File: src/rtl/lcd_panel_responder_if.sv
// 8-bit HD44780-style LCD bus between a driver (master) and the panel model (slave).
interface lcd_panel_responder_if;
  logic       en;
  logic       RS;
  logic       RW;
  logic [7:0] dataIn;
  logic [7:0] dataOut;
  logic       dataOe;

  modport master (output en, RS, RW, dataIn, input dataOut, dataOe);
  modport slave  (input en, RS, RW, dataIn, output dataOut, dataOe);
endinterface

File: src/rtl/lcd_panel_responder.sv
// HD44780-style character panel responder: 2x16 DDRAM, busy timing, status/data reads.
// BUSY_LONG must be >= 32 so the clear loop never overlaps an accepted bus write.
module lcd_panel_responder #(
  parameter int BUSY_SHORT = 4,
  parameter int BUSY_LONG  = 40
) (
  input  logic                 clk,
  input  logic                 rst,
  lcd_panel_responder_if.slave bus,
  output logic                 busy,
  output logic [6:0]           addrCounter,
  output logic                 displayOn,
  output logic                 cursorOn,
  output logic                 blinkOn,
  input  logic [4:0]           rdIdx,
  output logic [7:0]           rdChar,
  output logic                 cmdErr
);

  localparam int CW = $clog2(BUSY_LONG + 1);
  localparam logic [CW-1:0] CNT_SHORT = CW'(BUSY_SHORT);
  localparam logic [CW-1:0] CNT_LONG  = CW'(BUSY_LONG);
  localparam logic [CW-1:0] CNT_ONE   = CW'(1);

  typedef enum logic {ST_CLEAR, ST_RUN} state_t;

  state_t          state, state_nxt;
  logic [4:0]      clr_idx;
  logic [CW-1:0]   busy_cnt;
  logic            bus_busy;

  logic            en_q, rs_q, rw_q;
  logic [7:0]      d_q;
  logic            en_fall;

  logic            inc_mode;
  logic            shift_unused;
  logic [7:0]      mem [32];
  logic [4:0]      ac_idx;

  logic [6:0]      ac_nxt;
  logic            inc_nxt, shift_nxt;
  logic            disp_nxt, curs_nxt, blink_nxt;
  logic            load_short, load_long, err_nxt;
  logic            bus_we, clear_start;
  logic            mem_we;
  logic [4:0]      mem_wa;
  logic [7:0]      mem_wd;

  // Address counter step with the 0x0F<->0x40 and 0x4F<->0x00 line wraps.
  function automatic logic [6:0] ac_step(input logic [6:0] a, input logic inc);
    if (inc) begin
      if (a == 7'h0F)      ac_step = 7'h40;
      else if (a == 7'h4F) ac_step = 7'h00;
      else                 ac_step = a + 7'd1;
    end else begin
      if (a == 7'h00)      ac_step = 7'h4F;
      else if (a == 7'h40) ac_step = 7'h0F;
      else                 ac_step = a - 7'd1;
    end
  endfunction

  assign busy     = (busy_cnt != '0);
  // A counter at 1 expires on this edge, so a transaction ending now sees the panel free.
  assign bus_busy = (busy_cnt > CNT_ONE);
  assign en_fall  = en_q & ~bus.en;
  assign ac_idx   = {addrCounter[6], addrCounter[3:0]};
  assign bus.dataOe = en_q & rw_q;

  // NOTE: every always_comb output gets a default first so no path leaves it unassigned (no latches).
  always_comb begin
    ac_nxt      = addrCounter;
    inc_nxt     = inc_mode;
    shift_nxt   = shift_unused;
    disp_nxt    = displayOn;
    curs_nxt    = cursorOn;
    blink_nxt   = blinkOn;
    load_short  = 1'b0;
    load_long   = 1'b0;
    err_nxt     = 1'b0;
    bus_we      = 1'b0;
    clear_start = 1'b0;
    if (en_fall) begin
      if (!rw_q) begin
        if (bus_busy) begin
          err_nxt = 1'b1;
        end else if (rs_q) begin
          bus_we     = 1'b1;
          ac_nxt     = ac_step(addrCounter, inc_mode);
          load_short = 1'b1;
        end else if (d_q[7]) begin
          if (d_q[5:4] == 2'b00) begin
            ac_nxt     = d_q[6:0];
            load_short = 1'b1;
          end else begin
            err_nxt = 1'b1;
          end
        end else if (d_q[6] || d_q[5]) begin
          load_short = 1'b1;
        end else if (d_q[4]) begin
          if (!d_q[3]) ac_nxt = ac_step(addrCounter, d_q[2]);
          load_short = 1'b1;
        end else if (d_q[3]) begin
          disp_nxt   = d_q[2];
          curs_nxt   = d_q[1];
          blink_nxt  = d_q[0];
          load_short = 1'b1;
        end else if (d_q[2]) begin
          inc_nxt    = d_q[1];
          shift_nxt  = d_q[0];
          load_short = 1'b1;
        end else if (d_q[1]) begin
          ac_nxt    = 7'h00;
          load_long = 1'b1;
        end else if (d_q[0]) begin
          ac_nxt      = 7'h00;
          inc_nxt     = 1'b1;
          clear_start = 1'b1;
          load_long   = 1'b1;
        end else begin
          load_short = 1'b1;
        end
      end else if (rs_q) begin
        if (bus_busy) err_nxt = 1'b1;
        else          ac_nxt  = ac_step(addrCounter, inc_mode);
      end
    end
  end

  always_comb begin
    state_nxt = state;
    case (state)
      ST_CLEAR: if (clr_idx == 5'd31) state_nxt = ST_RUN;
      ST_RUN:   if (clear_start)      state_nxt = ST_CLEAR;
      default:  state_nxt = ST_RUN;
    endcase
  end

  always_comb begin
    mem_we = 1'b0;
    mem_wa = clr_idx;
    mem_wd = 8'h20;
    if (state == ST_CLEAR) begin
      mem_we = 1'b1;
    end else if (bus_we) begin
      mem_we = 1'b1;
      mem_wa = ac_idx;
      mem_wd = d_q;
    end
  end

  // NOTE: sequential state uses non-blocking assignments so every register samples pre-edge values.
  always_ff @(posedge clk or posedge rst) begin
    if (rst) begin
      state   <= ST_CLEAR;
      clr_idx <= 5'd0;
    end else begin
      state   <= state_nxt;
      clr_idx <= (state == ST_CLEAR) ? clr_idx + 5'd1 : 5'd0;
    end
  end

  always_ff @(posedge clk or posedge rst) begin
    if (rst) begin
      busy_cnt <= CNT_LONG;
    end else if (load_long) begin
      busy_cnt <= CNT_LONG;
    end else if (load_short) begin
      busy_cnt <= CNT_SHORT;
    end else if (busy_cnt != '0) begin
      busy_cnt <= busy_cnt - CNT_ONE;
    end
  end

  always_ff @(posedge clk or posedge rst) begin
    if (rst) begin
      en_q <= 1'b0;
      rs_q <= 1'b0;
      rw_q <= 1'b0;
      d_q  <= 8'h00;
    end else begin
      en_q <= bus.en;
      if (bus.en) begin
        rs_q <= bus.RS;
        rw_q <= bus.RW;
        d_q  <= bus.dataIn;
      end
    end
  end

  always_ff @(posedge clk or posedge rst) begin
    if (rst) begin
      addrCounter  <= 7'h00;
      inc_mode     <= 1'b1;
      shift_unused <= 1'b0;
      displayOn    <= 1'b0;
      cursorOn     <= 1'b0;
      blinkOn      <= 1'b0;
      cmdErr       <= 1'b0;
    end else begin
      addrCounter  <= ac_nxt;
      inc_mode     <= inc_nxt;
      shift_unused <= shift_nxt;
      displayOn    <= disp_nxt;
      cursorOn     <= curs_nxt;
      blinkOn      <= blink_nxt;
      cmdErr       <= err_nxt;
    end
  end

  always_ff @(posedge clk or posedge rst) begin
    if (rst) begin
      bus.dataOut <= 8'h00;
    end else if (bus.en && bus.RW) begin
      if (!bus.RS)      bus.dataOut <= {busy, addrCounter};
      else if (bus_busy) bus.dataOut <= 8'h00;
      else               bus.dataOut <= mem[ac_idx];
    end
  end

  always_ff @(posedge clk or posedge rst) begin
    if (rst) rdChar <= 8'h00;
    else     rdChar <= mem[rdIdx];
  end

  // NOTE: the RAM has no reset; the post-reset clear loop initialises it, keeping it a plain RAM array.
  always_ff @(posedge clk) begin
    if (mem_we) mem[mem_wa] <= mem_wd;
  end

endmodule

File: src/flat_wrapper.sv
// flat-port wrapper written by rule: the top's interface ports become plain ports
module lcd_panel_responder_flat 
#(
  parameter int BUSY_SHORT = 4,
  parameter int BUSY_LONG  = 40
)
  (clk, rst, busy, addrCounter, displayOn, cursorOn, blinkOn, rdIdx, rdChar, cmdErr, bus_en, bus_RS, bus_RW, bus_dataIn, bus_dataOut, bus_dataOe);
  lcd_panel_responder_if bus_i ();
  input  logic clk;
  input  logic rst;
  output logic busy;
  output logic [6:0] addrCounter;
  output logic displayOn;
  output logic cursorOn;
  output logic blinkOn;
  input  logic [4:0] rdIdx;
  output logic [7:0] rdChar;
  output logic cmdErr;
  input wire logic [$bits(bus_i.en)-1:0] bus_en;
  input wire logic [$bits(bus_i.RS)-1:0] bus_RS;
  input wire logic [$bits(bus_i.RW)-1:0] bus_RW;
  input wire logic [$bits(bus_i.dataIn)-1:0] bus_dataIn;
  output wire logic [$bits(bus_i.dataOut)-1:0] bus_dataOut;
  output wire logic [$bits(bus_i.dataOe)-1:0] bus_dataOe;
  assign bus_i.en = bus_en;
  assign bus_i.RS = bus_RS;
  assign bus_i.RW = bus_RW;
  assign bus_i.dataIn = bus_dataIn;
  assign bus_dataOut = bus_i.dataOut;
  assign bus_dataOe = bus_i.dataOe;
  lcd_panel_responder #(.BUSY_SHORT(BUSY_SHORT), .BUSY_LONG(BUSY_LONG)) u_core (.clk(clk), .rst(rst), .bus(bus_i), .busy(busy), .addrCounter(addrCounter), .displayOn(displayOn), .cursorOn(cursorOn), .blinkOn(blinkOn), .rdIdx(rdIdx), .rdChar(rdChar), .cmdErr(cmdErr));
endmodule
File: config.mk
export PLATFORM = sky130hd
export DESIGN_NAME = lcd_panel_responder_flat
export DESIGN_NICKNAME = d
export VERILOG_FILES = /design/src/rtl/lcd_panel_responder_if.sv /design/src/rtl/lcd_panel_responder.sv /design/src/flat_wrapper.sv
export SDC_FILE = /design/constraint.sdc
export NUM_CORES = 1
export LEC_CHECK = 0
export ABC_AREA = 1
export ABC_CLOCK_PERIOD_IN_PS = 6100
export BUFFER_PORTS_ARGS = -buffer_cell sky130_fd_sc_hd__clkbuf_2
export CAP_MARGIN = 20
export CORE_MARGIN = 2
export CORE_UTILIZATION = 56
export CTS_CLUSTER_SIZE = 10
export DETAILED_ROUTE_END_ITERATION = 12
export PLACE_DENSITY = 0.76
export SETUP_SLACK_MARGIN = 0.02
export SLEW_MARGIN = 25
export SYNTH_ARGS = -nofsm -noshare
export SYNTH_HDL_FRONTEND = slang
export SYNTH_SLANG_ARGS = --single-unit
File: constraint.sdc
create_clock -name clk -period 6.1 [get_ports clk]
set_clock_uncertainty 0.05 [all_clocks]
set_input_delay 1.83 -clock clk [delete_from_list [all_inputs] [get_ports clk]]
set_output_delay 1.83 -clock clk [all_outputs]
set_load 0.05 [all_outputs]
Word-level counts from Yosys, hierarchy flattened
Memories as Yosys holds them, arrays and structs flattened. A register that Yosys moved wholly into a read port is not among the register bits.
Index checks and enable logic that the tools add are counted.
{ "word_totals": {"ff_bits": 43, "inputBits": 18, "mem_bits_rw": 256, "mem_count": 1} }
{ "memory_table": {"columns": ["name", "words", "word_bits", "read_ports", "rd_clocked_by_memory_dff", "write_ports", "line", "text"], "rows": [
  ["u_core.mem", 32, 8, 2, 1, 1, "lcd_panel_responder.sv:38", "logic [7:0] mem [32];"]
]} }
{ "classes": {"addsub": 4, "bitwise": 11, "reduce_logical": 11, "mux": 85, "eq_ne": 12, "n_lt_le_gt_ge": 1} }
{ "op_table": {"columns": ["op", "n"], "rows": [
  ["two-way mux 7 bit", 20],
  ["two-way mux 1 bit", 54],
  ["two-way mux 8 bit", 4],
  ["two-way mux 6 bit", 3],
  ["two-way mux 5 bit", 3],
  ["== test 7 bit, second input constant", 2],
  ["AND reduction 10 bit", 1],
  ["NOT 1 bit", 9],
  ["AND reduction 9 bit", 1],
  ["AND reduction 8 bit", 1],
  ["adder 7 x 1 -> 7 bit, second input constant", 1],
  ["== test 7 x 4 -> 1 bit, second input constant", 1],
  ["logical NOT 7 bit", 1],
  ["subtractor 7 x 1 -> 7 bit, second input constant", 1],
  ["greater-than comparator 6 x 1 -> 1 bit, second input constant", 1],
  ["inequality test 3 x 1 -> 1 bit, second input constant", 2],
  ["nonzero test 6 bit", 1],
  ["subtractor 6 x 1 -> 6 bit, second input constant", 1],
  ["adder 5 x 1 -> 5 bit, second input constant", 1],
  ["== test 5 bit, second input constant", 1],
  ["nonzero test 5 bit", 1],
  ["inequality test 2 x 1 -> 1 bit, second input constant", 2],
  ["inequality test 2 bit, second input constant", 2],
  ["inequality test 4 x 1 -> 1 bit, second input constant", 1],
  ["8 further kinds", 9]
]} }

Longest topological paths before layout
Gate-level depths: netlist (run 1).
{ "logic_depth": {"ltp_word": 13, "depth_mapped": 16, "mapped_depth_nobuf": 13} }

Worst setup path after synthesis (run 1)
OpenSTA, ideal clock, no wires.
{ "synth_path": {"path_type": "input to register", "from": "input port bus_en", "to": "memory u_core.mem[0][0] (data pin)", "path_stages": 6, "setup_slack_ps": 2395, "n_path_buf": 1, "setup_ps": 351, "t_arrival_ps": 3304, "path_cell_list": "nor2_4 -> nand2_4 -> nor3_4 -> nand2_4 -> clkbuf_8 -> nor2_1"} }
{ "synth_between": {"elab_chain_cells": 5} }
{ "synth_rtl": {"columns": ["element", "line", "text"], "rows": [
  ["from (decl)", "flat_wrapper.sv:19", "input wire logic [$bits(bus_i.en)-1:0] bus_en;"],
  ["NOT 1 bit", "lcd_panel_responder.sv:66", "assign en_fall = en_q & ~bus.en;"],
  ["AND 1 bit", "lcd_panel_responder.sv:66", null],
  ["two-way mux 1 bit", "lcd_panel_responder.sv:83", "if (en_fall) begin"],
  ["two-way mux 8 bit", "lcd_panel_responder.sv:145", "end else if (bus_we) begin"],
  ["two-way mux 8 bit", "lcd_panel_responder.sv:143", "if (state == ST_CLEAR) begin"],
  ["net u_core.mem_wd[0]", "lcd_panel_responder.sv:48", "logic [7:0] mem_wd;"],
  ["to (decl)", "lcd_panel_responder.sv:38", null]
]} }
The timed path passes the listed nets, and every way through them passes these cells.

Final worst setup path (run 1)
{ "layout_path": {"from": "input port bus_en", "to": "memory u_core.mem[0][5], enable pin"} }
{ "layout_between": {"elab_chain_cells": 7, "word_cells_on_any_way": 9} }
{ "layout_rtl": {"columns": ["element", "line", "text"], "rows": [
  ["NOT 1 bit *", "lcd_panel_responder.sv:66", null],
  ["AND 1 bit *", "lcd_panel_responder.sv:66", null],
  ["two-way mux 1 bit *", "lcd_panel_responder.sv:83", null],
  ["two-way mux 1 bit", "lcd_panel_responder.sv:145", null],
  ["two-way mux 1 bit", "lcd_panel_responder.sv:143", null],
  ["two-way mux 1 bit", "lcd_panel_responder.sv:228", "if (mem_we) mem[mem_wa] <= mem_wd;"],
  ["two-way mux 1 bit (implied by the code)", "lcd_panel_responder.sv:228", null]
]} }
Mark *: on every way between the ends. The rest lies on a longest branch, timed or not.

==> flow_summary.toml, run 1 <==
[sta]
setup_tns_ps = 0
hold_viol = 0
hold_slack_ps = 433.4
rsz0062_at_grt = "no"
fmax_mhz = 221.3
worstMarginPinSlew_ps = 1137
relSlewSlack = 0.2403
setup-violations-final = 0
min_period_over_period = 0.7409
report.final.slew_viol_count = 0
finalCriticalPeriod_ps = 4520

[clock_tree]
clockBufferDepth = 3
clk_pin_slew_ps = 50
clock-root-buffer = "clkbuf_16"
cts_tree = "built"
clk_latency_ps = 540
cts_buffers = 38
cts.sinks = 307
h-tree-depth = 2
cts_setup_buffers = 0
ctsResizeCount = 0
holdBufCountCts = 0

[logic_synthesis]
seq_area_frac_synth = 0.5719
ys_ff_latch = 307
syn-cell-area_sq_um = 15680
yosysWarnings = 0
avgSynthCellArea_sq_um = 9.070
syn_nets = 1754
synthDistinctLibCells = 43
syn_inst = 1729

[min_path]
hold_path_class = "flop to flop"

[final_layout]
area_growth_pct = 9.997
final_common_cell = "nand2_1"
diodes = 0
nFillCells = 2249
mostFrequentLayoutCells = "nand2_1, nor2_1, edfxtp_1"
nNetsFinal = 1747
multi_input_area_sq_um = 5957
drive_gt1_frac = 0.09325
register_area_sq_um = 8972

[critical_path]
crit_path_max_fanout = 25
critPathArrivalTime_ps = 4630
slowest_delay_ps = 710
cpMaxStageDelayCell = "nor2_1"
crit_path_cell_trace = "clkbuf_2, nor2_4, nand2_4, nor3_4, nand2_4, nand2_1, inv_1, nor2_1, nand3_2, nor2_1"
endpoint_kind = "flop"
required_ps = 6210
worstSetupStartpointType = "input pin"
critical_path_class = "input pin to flop"

[pwr]
p_leak_uw = 0.006399
power_density_nw_per_um2 = 394.8
vdd_ir_drop_max_uv = 241.7

[routing]
via_per_inst = 6.509
drtPass1Iterations = 7
antenna_left = 0
vias = 13840
wirelength_mm = 48.97
drt-initial-drc-count = 2625
drcViolationCount = 0
wl_per_cell_microns = 23.03

[global_route]
gr-total-overflow = 0
grt_pass1_wl_mm = 73.44
grt_max_degree = 91
grtUsageTotal = 0.3359
antenna_found_initial = 0
grt_pass1_vias = 12480

[die]
rows = 61
io_pins = 47
core_sq_um = 27710
start_util = 0.5660
die_h_microns = 171.3
die-area_sq_um = 29360
die_w_microns = 171.3

[run_status]
outcome = "complete, no violations"

[run]
cap_violations = 0

[placement]
port_buffers = 46
post-dp-hpwl_mm = 30.44
globalplace.congestion = 0.9583
Yosys cell counts, drive strengths merged:
master | instances | area [sq um]
a21boi | 2 | 15.01
edfxtp | 256 | 7687
o21ai | 264 | 1381
nor2 | 318 | 1221
dfrtp | 48 | 1201
clkbuf | 73 | 307.8
nor4 | 2 | 12.51
inv | 78 | 292.8
o31ai | 1 | 7.510
o22ai | 14 | 87.58
nand3b | 1 | 7.510
o211ai | 28 | 224.0
xnor2 | 4 | 35.03
nand4 | 8 | 50.05
dfstp | 3 | 78.83
a31oi | 1 | 6.260
o221ai | 35 | 306.5
buf | 38 | 206.4
ha | 7 | 87.58
nor3 | 5 | 36.29
nand2 | 315 | 1205
nand3 | 142 | 770.7
xor2 | 4 | 35.03
and3 | 1 | 6.260
a21oi | 73 | 365.4
nor3b | 1 | 7.510
or2 | 5 | 31.28
clkinv | 2 | 7.510
worst paths after layout:
kind	startpoint	endpoint	slack, ps	cells past startpoint
setup reg to reg	u_core.addrCounter[0]$_DFFE_PP0P_	u_core.mem[5][5]$_DFFE_PP_	2490	4
setup / recovery	bus_en	u_core.mem[0][5]$_DFFE_PP_	1580	10
hold reg to reg	u_core.bus.dataOut[6]$_DFFE_PP0P_	u_core.bus.dataOut[6]$_DFFE_PP0P_	430	2
hold / removal	u_core.bus.dataOut[6]$_DFFE_PP0P_	u_core.bus.dataOut[6]$_DFFE_PP0P_	430	2
max in group asynchronous	rst	u_core.addrCounter[0]$_DFFE_PP0P_	4040	3
min in group asynchronous	rst	u_core.rdChar[1]$_DFF_PP0_	1420	3
layer usage:
metal,track usage,vias to the layer above,share of wire
met4,0.1393,0,0.053
met2,0.5070,1187,0.43
li1,-,6011,-
met3,0.08606,227,0.15
met5,0,-,0
met1,0.4654,6413,0.37
cells by family after synthesis:
| family | share of synthesized area |
|---|---|
| compound gates | 0.1526 |
| xor+xnor | 0.004468 |
| fa+ha+maj | 0.005585 |
| buf+inv | 0.05194 |
| flops | 0.5719 |
| simple gates | 0.2135 |
state kept, by name, summed over array words and instances (netlist names), 5 cells and up:
signal / cells
u_core.busy_cnt: 6
u_core.mem: 256
u_core.clr_idx: 5
u_core.rdChar: 8
u_core.d_q: 8
u_core.addrCounter: 7
u_core.bus.dataOut: 8
per-stage QoR:
step	instance area (sq um)	total power, uW	cells	util	setup slack (ps)
floorplan	15680	4055	1729	-	2395
global placement	16080	4637	2059	0.5803	1244
detailed placement	16080	4671	2059	0.5803	1070
CTS	17220	6733	2125	0.6216	1628
global route	17250	7097	2126	0.6226	1430
finish	17250	6811	2126	0.6226	1580
worst max-delay path, delay by kind of cell:
| family | cells | cell delay, ps |
|---|---|---|
| buffers and inverters | 2 | 330 |
| and+or+nand+nor | 8 | 2440 |
area by class of cell:
| type | instances | area share |
|---|---|---|
| sequential | 307 | 0.5202 |
| multi-input combinational | 1231 | 0.3454 |
| clock buffer | 60 | 0.06347 |
| tap | 378 | 0.02742 |
| timing repair buffer | 64 | 0.02321 |
| inverter | 80 | 0.01755 |
| clock inverter | 6 | 0.002829 |
power by group:
part	switching (uW)	internal [uW]	total, uW
Sequential	167	2330	2500
Clock	836	1230	2070
Combinational	1640	602	2240
Total	2640	4170	6810
(Power assumes the default switching activity.)
==> run 2: changes to the inputs <==
- ABC_CLOCK_PERIOD_IN_PS: 6100 -> 4700
- clock period: 6.1 -> 4.7 ns (I/O delays scaled with it)
==> run 2 against run 1 <==
  * Cell area rose by 0.97%
  * Utilization is 0.60 points higher
  * Setup slack lost 430 ps
  * Die area unchanged
  * Sequential power is 31% higher
  * Flip-flop and latch count unchanged
==> flow_summary.toml, run 2 (same netlist as run 1, synthesis figures left out) <==
[run_status]
outcome = "complete, no violations"

[die]
die_h_microns = 171.3
start_util = 0.5660
core_sq_um = 27710
rows = 61
die-area_sq_um = 29360
die_w_microns = 171.3
io_pins = 47

[final_layout]
largest-register = "u_core.mem"
mostFrequentLayoutCells = "nand2_1, nor2_1, edfxtp_1"
largest_register_ffs = 256
drive_gt1_frac = 0.1078
nFillCells = 2216
fin_util = 0.6286
nNetsFinal = 1778
final_common_cell = "nand2_1"
diodes = 0
area_growth_pct = 11.06

[critical_path]
critical_path_class = "flop to output port"
endpoint_kind = "output port"
critPathMostFrequentCell = "inv_1"
crit_path_max_fanout = 5
crit_path_cell_trace = "inv_1, ha_1, nand2_1, nor2_1, inv_1, clkbuf_2"
crit_buf_inv = 3
slowest_delay_ps = 390
critPathArrivalTime_ps = 2090
required_ps = 3240
cpMaxStageDelayCell = "dfrtp_1"
worstSetupStartpointType = "flop"
crit_family = "buffers and inverters"

[routing]
drcViolationCount = 0
drt-initial-drc-count = 2406
vias = 13840
wirelength_mm = 48.20
wl_per_cell_microns = 22.32
drtPass1Iterations = 7
via_per_inst = 6.408
antenna_left = 0

[pwr]
power_density_nw_per_um2 = 507.9
vdd_ir_drop_max_uv = 407.3
p_leak_uw = 0.006550

[clock_tree]
clk_pin_slew_ps = 50
ctsResizeCount = 0
clockBufferDepth = 3
cts_setup_buffers = 0
clock-root-buffer = "clkbuf_16"
cts.sinks = 307
clk_latency_ps = 520
cts_tree = "built"
holdBufCountCts = 0
cts_buffers = 37
h-tree-depth = 2

[sta]
fmax_mhz = 282.0
setup_tns_ps = 0
hold_viol = 0
finalCriticalPeriod_ps = 3546
min_period_over_period = 0.7545
report.final.slew_viol_count = 0
worstMarginPinSlew_ps = 1013
relSlewSlack = 0.3239
rsz0062_at_grt = "no"
setup-violations-final = 0

[global_route]
grt_pass1_wl_mm = 72.90
grt_pass1_vias = 12680
grt_max_degree = 91
grtUsageTotal = 0.3287
antenna_found_initial = 2
gr-total-overflow = 0

[placement]
globalplace.congestion = 0.9430
port_buffers = 46
post-dp-hpwl_mm = 29.75

[min_path]
hold_path_class = "flop to flop"

[run]
cap_violations = 0
[run 2: per-layer routing]
layer / share of wire / track usage / vias to the layer above
li1: - / - / 6074
met1: 0.37 / 0.4572 / 6477
met2: 0.45 / 0.5081 / 1092
met3: 0.14 / 0.06811 / 188
met4: 0.042 / 0.1315 / 4
met5: 0.00050 / 0 / -
[run 2: layout make-up]
cell class	instances	area, sq um	share of cell area
Sequential cell	307	8972	0.5152
Multi-Input combinational cell	1231	5917	0.3398
Clock buffer	65	1104	0.06337
Timing Repair Buffer	96	633.1	0.03635
Tap cell	378	473.0	0.02716
Inverter	80	302.8	0.01739
Clock inverter	2	13.76	0.0007903
[run 2: worst reg2reg max path, cell delays in order (launching register included)]
cell     delay (ps)
dfrtp_4         910
buf_4           840
nand2_1         250
inv_1           360
nand2_1          90
nand4_1         130
nand2_1          70
nand2_1         110
nor2_1           50
nand2_1         100
nand3_1         140
a21oi_1         160
[run 2: worst paths after layout]
| check | from | end | slack (ps) | cells after the start |
|---|---|---|---|---|
| setup / recovery | u_core.busy_cnt[0]$_DFFE_PP0P_ | busy | 1150 | 6 |
| max in group asynchronous | rst | u_core.inc_mode$_DFFE_PP1P_ | 2830 | 3 |
| hold reg to reg | u_core.bus.dataOut[6]$_DFFE_PP0P_ | u_core.bus.dataOut[6]$_DFFE_PP0P_ | 440 | 2 |
| setup reg to reg | u_core.addrCounter[0]$_DFFE_PP0P_ | u_core.bus.dataOut[0]$_DFFE_PP0P_ | 1370 | 11 |
| min in group asynchronous | rst | u_core.rdChar[1]$_DFF_PP0_ | 950 | 2 |
| hold / removal | u_core.bus.dataOut[6]$_DFFE_PP0P_ | u_core.bus.dataOut[6]$_DFFE_PP0P_ | 440 | 2 |
[run 2: power by group]
group	internal [uW]	switching [uW]	total, uW
combinational	793	2110	2910
clock	1580	1080	2670
sequential	3030	246	3270
total	5400	3440	8850
[run 2: metrics by stage]
step / instances / power, uW / hold WS, ps / worst slack [ps] / cell area [sq um]
floorplan: 1729 / 5263 / 395.5 / 1415 / 15680
CTS: 2159 / 8745 / 447.0 / 1138 / 17420
detailed placement: 2092 / 6099 / 427.1 / 733.2 / 16300
finish: 2159 / 8845 / 442.7 / 1154 / 17420
global route: 2159 / 9212 / 476.7 / 1002 / 17420
global placement: 2092 / 6058 / 416.6 / 801.2 / 16300
==> run 3: changes to the inputs <==
- ABC_CLOCK_PERIOD_IN_PS: 4700 -> 3100
- PLACE_DENSITY: 0.76 -> 0.79
- clock period: 4.7 -> 3.1 ns (I/O delays scaled with it)
==> run 3 against run 2 <==
  * The flow now finishes with violations (design-rule violations)
  * Worst hold slack got worse by 18 ps
  * First-iteration DRC count grew 3.6%
  * Combinational power increased by 61%
  * Power is 50% higher
  * Register-to-register slack lost 990 ps
  * Count of clock-buffer cells in the layout shrank 10
  * Final cell count rose by 0.88%
  * Sequential power grew 47%
  * Flip-flop and latch count unchanged
  * Via count is 1.4% higher
  * Utilization grew 1.0 points
  * Largest cell class unchanged
  * Cell area rose by 1.7%
==> flow_summary.toml, run 3 (same netlist as run 1, synthesis figures left out) <==
[run_status]
outcome = "finished, violations left"
violations = "design-rule violations"

[critical_path]
r2r-end = "u_core.mem[0][6]$_DFFE_PP_"
worstRegToRegCells = 12
cpMaxStageDelayCell = "dfrtp_1"
reg2reg_from = "u_core.busy_cnt[0]$_DFFE_PP0P_"
crit_path_cell_trace = "inv_1, ha_1, nand2_1, nor2_4, inv_1, clkbuf_2"
slowest_delay_ps = 390
crit_end = "busy"
crit_family = "buffers and inverters"
critPathLaunch = "u_core.busy_cnt[0]$_DFFE_PP0P_"
worstSetupStartpointType = "flop"
critPathMostFrequentCell = "inv_1"
endpoint_kind = "output port"
crit_buf_inv = 3
crit_path_max_fanout = 5
critical_path_depth = 6
required_ps = 2120
critPathArrivalTime_ps = 1980
r2r_slack_ps = 380
critical_path_class = "flop to output port"

[clock_tree]
cts_setup_buffers = 0
clk_latency_ps = 520
cts_tree = "built"
clk_pin_slew_ps = 50
cts_buffers = 37
clock-root-buffer = "clkbuf_16"
clockBufferDepth = 3
cts.sinks = 307
h-tree-depth = 2

[min_path]
hold_path_class = "flop to flop"
hold_path_startpoint = "u_core.bus.dataOut[3]$_DFFE_PP0P_"

[die]
start_util = 0.5660
die_h_microns = 171.3
core_sq_um = 27710
die-area_sq_um = 29360
rows = 61
io_pins = 47
die_w_microns = 171.3

[global_route]
grtUsageTotal = 0.3392
grt_pass1_wl_mm = 74.48
gr-total-overflow = 0
grt_max_degree = 120
grt_pass1_vias = 12710
antenna_found_initial = 0

[sta]
setup-violations-final = 0
fmax_mhz = 337.7
report.final.slew_viol_count = 0
setup_tns_ps = 0
rsz0062_at_grt = "no"
worstMarginPinSlew_ps = 813.4
hold_viol = 0
relSlewSlack = 0.4572
finalCriticalPeriod_ps = 2961
min_period_over_period = 0.9552

[placement]
dp.cells = 2121
globalplace.congestion = 1.025
post-dp-hpwl_mm = 31.68
dpl_cell_area_sq_um = 16680
port_buffers = 46

[final_layout]
largest_register_ffs = 256
fin_util = 0.6391
register_area_sq_um = 8972
multi_input_area_sq_um = 5924
drive_gt1_frac = 0.1211
mostFrequentLayoutCells = "nand2_1, nor2_1, edfxtp_1"
area_growth_pct = 12.91
final_area_sq_um = 17710
final_common_cell = "nand2_1"
largest-register = "u_core.mem"
diodes = 0
nNetsFinal = 1807
instances_no_fill = 2178
nFillCells = 2196

[routing]
drcViolationCount = 1
drtPass1Iterations = 12
wl_per_cell_microns = 22.81
vias = 14030
via_per_inst = 6.444
wirelength_mm = 49.68
drt-initial-drc-count = 2492
antenna_left = 0

[pwr]
power_frac_comb = 0.353
switching_power_uw = 5184
vdd_ir_drop_max_uv = 529.7
clockPowerShare = 0.284
p_leak_uw = 0.006701
swShare = 0.3903
fin_total_pwr_uw = 13280
p_seq_frac = 0.362
power_density_nw_per_um2 = 750.1
p_int_uw = 8097

[run]
cap_violations = 0
run 3: worst min-delay path by stage:
stage                                         to  depth (start not counted)
6_report       u_core.bus.dataOut[3]$_DFFE_PP0P_                          2
5_1_grt        u_core.bus.dataOut[3]$_DFFE_PP0P_                          2
4_1_cts        u_core.bus.dataOut[3]$_DFFE_PP0P_                          2
3_5_place_dp   u_core.bus.dataOut[3]$_DFFE_PP0P_                          2
3_3_place_gp   u_core.bus.dataOut[6]$_DFFE_PP0P_                          2
2_1_floorplan        u_core.clr_idx[0]$_DFF_PP0_                          1
run 3: stage by stage:
step                      setup slack [ps]  hold WS [ps]
after CTS                            75.75         429.5
after global routing                 71.38         470.0
final                                138.9         424.4
after floorplan                      294.8         395.5
after global placement               112.5         416.5
after detailed placement             73.25         414.8
run 3: cell type report:
class | instances | share of cell area
Sequential cell | 307 | 0.5067
Multi-Input combinational cell | 1231 | 0.3346
Timing Repair Buffer | 125 | 0.05724
Clock buffer | 55 | 0.05667
Tap cell | 378 | 0.02671
Inverter | 80 | 0.01703
Clock inverter | 2 | 0.0009893
run 3: routing by layer:
| metal | track usage | part of all wire | up-vias |
|---|---|---|---|
| li1 | - | - | 6120 |
| met1 | 0.4569 | 0.37 | 6552 |
| met2 | 0.5196 | 0.44 | 1138 |
| met3 | 0.08629 | 0.13 | 222 |
| met4 | 0.1525 | 0.049 | 2 |
| met5 | 0.02087 | 0.0016 | - |
run 3: what timing repair did:
item | 4_1_cts | 5_1_grt
endpoints found under the setup margin | 1 | 1
hold buffers | 0 | 0
gates resized for setup | 1 | 1
hold endpoints to repair | 0 | 0
run 3: power by group through the flow:
stage | combinational [uW] | sequential (uW) | clock (uW)
2_1_floorplan | 2900 | 5080 | 0
3_3_place_gp | 4410 | 4880 | 0
3_5_place_dp | 4460 | 4880 | 0
4_1_cts | 4500 | 4800 | 3800
5_1_grt | 5010 | 4820 | 3980
6_report | 4690 | 4810 | 3780
run 3: worst register-to-register path: cells and delay by family (launching register included):
| family | cells | cell delay [ps] |
|---|---|---|
| fa+ha+maj | 1 | 270 |
| flops | 1 | 360 |
| simple gates | 6 | 700 |
| buf+inv | 4 | 780 |
| compound gates | 1 | 260 |
